## src/rtl/vga_timing_gen.sv

```systemverilog
// Parametrised raster timing generator: a pixel-enable divider drives the h/v counters.
// All outputs are registered from the decode of the current counter value on each pixel tick.
module vga_timing_gen #(
  parameter int H_ACTIVE = 640,
  parameter int H_FRONT  = 18,
  parameter int H_SYNC   = 94,
  parameter int H_BACK   = 48,
  parameter int V_ACTIVE = 480,
  parameter int V_FRONT  = 10,
  parameter int V_SYNC   = 2,
  parameter int V_BACK   = 33,
  parameter int H_POL    = 0,
  parameter int V_POL    = 0,
  parameter int CLK_DIV  = 2,
  parameter int CNT_W    = 12
) (
  input  logic             i_clk,
  input  logic             i_rst_n,
  output logic             o_pix_en,
  output logic             o_hsync,
  output logic             o_vsync,
  output logic             o_blank,
  output logic             o_de,
  output logic [CNT_W-1:0] o_x,
  output logic [CNT_W-1:0] o_y,
  output logic             o_line_start,
  output logic             o_frame_start,
  output logic             o_vblank_start
);

  localparam int H_TOT = H_ACTIVE + H_FRONT + H_SYNC + H_BACK;
  localparam int V_TOT = V_ACTIVE + V_FRONT + V_SYNC + V_BACK;
  localparam int DIV_W = (CLK_DIV > 1) ? $clog2(CLK_DIV) : 1;
  localparam int CW1   = CNT_W + 1;

  generate
    if (CLK_DIV < 1) begin : g_bad_div
      $fatal(1, "vga_timing_gen: CLK_DIV must be >= 1");
    end
    if ((H_TOT > (1 << CNT_W)) || (V_TOT > (1 << CNT_W))) begin : g_bad_width
      $fatal(1, "vga_timing_gen: CNT_W too narrow for H_TOT/V_TOT");
    end
    if ((H_SYNC < 1) || (V_SYNC < 1)) begin : g_bad_sync
      $fatal(1, "vga_timing_gen: sync widths must be >= 1");
    end
  endgenerate

  // Decode thresholds are one bit wider so a sync end equal to 2^CNT_W still fits.
  localparam logic [CW1-1:0] H_ACT_C  = CW1'(H_ACTIVE);
  localparam logic [CW1-1:0] HS_START = CW1'(H_ACTIVE + H_FRONT);
  localparam logic [CW1-1:0] HS_END   = CW1'(H_ACTIVE + H_FRONT + H_SYNC);
  localparam logic [CW1-1:0] V_ACT_C  = CW1'(V_ACTIVE);
  localparam logic [CW1-1:0] VS_START = CW1'(V_ACTIVE + V_FRONT);
  localparam logic [CW1-1:0] VS_END   = CW1'(V_ACTIVE + V_FRONT + V_SYNC);

  localparam logic [CNT_W-1:0] H_LAST   = CNT_W'(H_TOT - 1);
  localparam logic [CNT_W-1:0] V_LAST   = CNT_W'(V_TOT - 1);
  localparam logic [DIV_W-1:0] DIV_LAST = DIV_W'(CLK_DIV - 1);

  localparam logic HS_ON = (H_POL != 0);
  localparam logic VS_ON = (V_POL != 0);

  logic [DIV_W-1:0] div;
  logic             tick;
  logic [CNT_W-1:0] h_cnt;
  logic [CNT_W-1:0] v_cnt;
  logic [CW1-1:0]   h_ext;
  logic [CW1-1:0]   v_ext;
  logic             active;
  logic             hs_act;
  logic             vs_act;
  logic             h_zero;

  assign tick = (div == DIV_LAST);

  always_ff @(posedge i_clk or negedge i_rst_n) begin
    if (!i_rst_n) begin
      div <= '0;
    end else if (tick) begin
      div <= '0;
    end else begin
      div <= div + 1'b1;
    end
  end

  always_ff @(posedge i_clk or negedge i_rst_n) begin
    if (!i_rst_n) begin
      h_cnt <= '0;
      v_cnt <= '0;
    end else if (tick) begin
      if (h_cnt == H_LAST) begin
        h_cnt <= '0;
        v_cnt <= (v_cnt == V_LAST) ? '0 : v_cnt + 1'b1;
      end else begin
        h_cnt <= h_cnt + 1'b1;
      end
    end
  end

  always_comb begin
    h_ext  = {1'b0, h_cnt};
    v_ext  = {1'b0, v_cnt};
    active = (h_ext < H_ACT_C) && (v_ext < V_ACT_C);
    hs_act = (h_ext >= HS_START) && (h_ext < HS_END);
    vs_act = (v_ext >= VS_START) && (v_ext < VS_END);
    h_zero = (h_cnt == '0);
  end

  // Level outputs only move on a tick and hold in between.
  always_ff @(posedge i_clk or negedge i_rst_n) begin
    if (!i_rst_n) begin
      o_hsync <= ~HS_ON;
      o_vsync <= ~VS_ON;
      o_blank <= 1'b1;
      o_de    <= 1'b0;
      o_x     <= '0;
      o_y     <= '0;
    end else if (tick) begin
      o_hsync <= hs_act ? HS_ON : ~HS_ON;
      o_vsync <= vs_act ? VS_ON : ~VS_ON;
      o_blank <= ~active;
      o_de    <= active;
      o_x     <= active ? h_cnt : '0;
      o_y     <= active ? v_cnt : '0;
    end
  end

  // Strobes are re-evaluated every edge so they last exactly one clock.
  always_ff @(posedge i_clk or negedge i_rst_n) begin
    if (!i_rst_n) begin
      o_pix_en       <= 1'b0;
      o_line_start   <= 1'b0;
      o_frame_start  <= 1'b0;
      o_vblank_start <= 1'b0;
    end else begin
      o_pix_en       <= tick;
      o_line_start   <= tick && h_zero;
      o_frame_start  <= tick && h_zero && (v_cnt == '0);
      o_vblank_start <= tick && h_zero && (v_ext == V_ACT_C);
    end
  end

endmodule

```

## config.mk

```make
export PLATFORM = sky130hd
export DESIGN_NAME = vga_timing_gen
export DESIGN_NICKNAME = d
export VERILOG_FILES = /design/src/rtl/vga_timing_gen.sv
export SDC_FILE = /design/constraint.sdc
export NUM_CORES = 1
export LEC_CHECK = 0
export CAP_MARGIN = 10
export CORE_ASPECT_RATIO = 1.75
export CORE_MARGIN = 2
export CORE_UTILIZATION = 58
export DETAILED_ROUTE_END_ITERATION = 10
export GPL_ROUTABILITY_DRIVEN = 0
export PLACE_DENSITY = 0.92
export REMOVE_ABC_BUFFERS = 1
export SYNTH_ARGS = -nofsm -noshare
export SYNTH_HDL_FRONTEND = slang
export SYNTH_SLANG_ARGS = --single-unit
```

## constraint.sdc

```tcl
create_clock -name i_clk -period 4.98 [get_ports i_clk]
set_input_delay 0.498 -clock i_clk [delete_from_list [all_inputs] [get_ports i_clk]]
set_output_delay 0.498 -clock i_clk [all_outputs]
set_load 0.03 [all_outputs]
```

==> metrics.txt <==
outcome=finished clean; initial antenna violation count=0; placed cell count=274; core area=4111 um^2; DR pass1 iterations=4; Synth cell types=45; XOR/XNOR Fraction of Synth Area=5.631%; DRT antenna net count=0; slowest CP cell=dfrtp_1; RSZ-0062 raised after global routing=no; Logic pwr share=approximately 1.1%; WP data arrival=2.50 ns; register area share after synthesis=a little under three fifths; switch share=about a fifth; Max stage delay on crit path=approximately 0.7 ns; n_diodes=0; relative slew slack=between 50% and 60%; CTS Buffer Depth=2; Final setup viols=0; Post-CTS Setup Repair Bufs=0; Ports=34; Final nets=roughly 240; most frequent cells in the layout=dfrtp_1 (54), clkdlybuf4s50_1 (32), a22o_1 (20); combinational family with the most area after synthesis=simple AND/OR/NAND/NOR gates; number of global-route vias before repair=around 1700; Worst-path clk slew=~0.06 ns; Hold Vio Cnt, Final=0; post-synthesis mux area share=~1.5%; Die ar.=4851 um^2; Async S/R FF share, synth=between 90% and 100%; Worst Path Max Fanout=19; total gr overflow=0; Clock Sinks=57; setup slack, reg-to-reg=2.69 ns; clock root buffer=clkbuf_8; Worst R2R Path Depth=4; share of cells above drive strength 1=around 12%; Flop pwr share=a little under three fifths; CTS buffer count=9; EDFF count, synth=0; Fin Setup TNS=0 ns; crit-path cells=nor3b_2 > and4_1 > nand4_2 > mux2_4; CTS tree=built; CP Capture Type=register; commonest non-fill, non-tap cell in the layout=dfrtp_1; iteration-0 DRC count of the detailed router=between 40 and 50; period utilization=a little under half; post-synthesis cell area=2489 um^2; number of core rows=31; Post-Route WL=4817 um; htree depth=3; Tightest Pin Transition=approximately 0.7 ns; Die Ht=roughly 90 um; Area Overhead vs Synth=18.75%; Final Non-Filler Cells=just under 300; CTS Hold Bufs=0; Initial Util=60.53%; Required @ worst endpoint=a little over 5 ns; ys flop type=dfrtp_1; routed len/inst=about 17 um; internal power=approximately 0.64 mW; first-pass GRT wire length=around 8200 um; Max Fclk=approximately 440 MHz; total track usage=23.37%; Synth Area per Inst=around 12 um^2; Buffers on Ports=33; largest net degree at the start of global routing=between 50 and 60; max_cap viols=0; PostCTS Resize Cnt=0; Synth Area in Simple Gates=between 15 and 20%; Compound-Gate Fraction of Synth Area=11.81%; synth warn=0; Clk Latency, worst-skew pair=roughly 0.33 ns; Psw=approximately 0.17 mW; Tot Pwr=0.8155 mW; HP Class=in -> async; Clk pwr share=42.0%; CP startpoint kind=register; reg-to-reg startpoint=div$_DFF_PN0_; PD cells=275.9 nW/um^2; Yosys reg bits=57; Adder-Cell Fraction of Synth Area=under 10%; Clock Skew=about 0.0068 ns; Die Wd=~54 um; type of the worst setup path=reg -> reg; min cycle time layout=about 2.3 ns; Final Max Tran Viols=0; capture point of the worst reg-to-reg path=v_cnt[4]$_DFFE_PN0P_; Final Core Density=a little under three quarters; leakage power=between 1 and 1.5 nW; routed via count=between 1500 and 2000; Worst VDD drop=~230 uV; Via density=roughly 6.0; detailed placement HPWL=3133 um; synthesized instance count=between 200 and 250; DRC=0
==> synthesized netlist by cell type, types with 4 or more instances <==
cell type	instances	share of area (%)
nor2_1	12	1.8
ha_1	4	2.0
nand4_1	6	1.5
and3_1	5	1.3
nand3_1	6	1.2
and4_1	5	1.8
buf_2	6	1.2
xnor2_1	12	4.2
xor2_1	4	1.4
nand2_1	8	1.2
buf_4	5	1.5
dfrtp_1	54	54
a21o_1	4	1.2
inv_1	7	1.1
nor2b_1	4	1.0
a22o_1	20	7.0
==> metrics by stage <==
step | hold WS [ns] | setup slack, ns | area [um^2]
after CTS | 0.3107 | 2.704 | 2955
after floorplan | 0.2024 | 2.996 | 2399
after global routing | 0.3593 | 2.523 | 2955
final | 0.2895 | 2.689 | 2955
after global placement | 0.4684 | 2.874 | 2800
after detailed placement | 0.4744 | 2.737 | 2800
==> state kept, by name, indices dropped and copies added, names as in the netlist, 12 cells and up <==
| register | count |
|---|---|
| h_cnt | 12 |
| o_x | 12 |
| o_y | 12 |
| v_cnt | 12 |
==> layer usage <==
metal,up-vias,track usage [%],share of wire (%)
li1,796,-,-
met1,874,29.87,42
met2,52,35.19,51
met3,13,5.795,3.6
met4,0,13.25,3.1
met5,-,0,0
==> worst max path at each step <==
| stage | from | to | cells past startpoint |
|---|---|---|---|
| 2_1_floorplan | div$_DFF_PN0_ | o_x[0]$_DFFE_PN0P_ | 4 |
| 3_3_place_gp | div$_DFF_PN0_ | v_cnt[4]$_DFFE_PN0P_ | 4 |
| 3_5_place_dp | div$_DFF_PN0_ | o_x[1]$_DFFE_PN0P_ | 5 |
| 4_1_cts | div$_DFF_PN0_ | o_y[8]$_DFFE_PN0P_ | 5 |
| 5_1_grt | div$_DFF_PN0_ | v_cnt[4]$_DFFE_PN0P_ | 4 |
| 6_report | div$_DFF_PN0_ | v_cnt[4]$_DFFE_PN0P_ | 4 |
==> power groups by stage <==
stage               combinational (mW)  clock (mW)  sequential (mW)
floorplan                  0.000000420           0            0.472
global placement               0.00960           0            0.472
detailed placement             0.00982           0            0.472
CTS                            0.00976       0.351            0.463
global route                    0.0113       0.377            0.463
finish                         0.00919       0.343            0.463
==> worst max-delay path: cells and delay by family, from the launching register on <==
family	cells	cell delay, ns
AND/OR/NAND/NOR	3	1.13
flip-flops	1	0.72
multiplexers	1	0.32
==> layout make-up <==
cell class	instances	area, um^2
flip-flops and latches	57	1430
clock inverters	4	20.02
inverters	7	26.28
well taps	49	61.31
fillers	290	1156
multi-input cells	126	942.2
clock buffers	12	135.1
repair buffers	35	340.3
==> cells by family (layout without fill, tap and decap cells) <==
group / after synthesis / after routing
and+or+nand+nor: 66 / 66
DFF: 57 / 57
AOI/OAI and AO/OA: 37 / 37
buffers and inverters: 22 / 58
xor gates and xnor gates: 16 / 16
adders and majority gates: 4 / 4
muxes: 3 / 3
No activity file was read; power rests on OpenSTA's default activity.
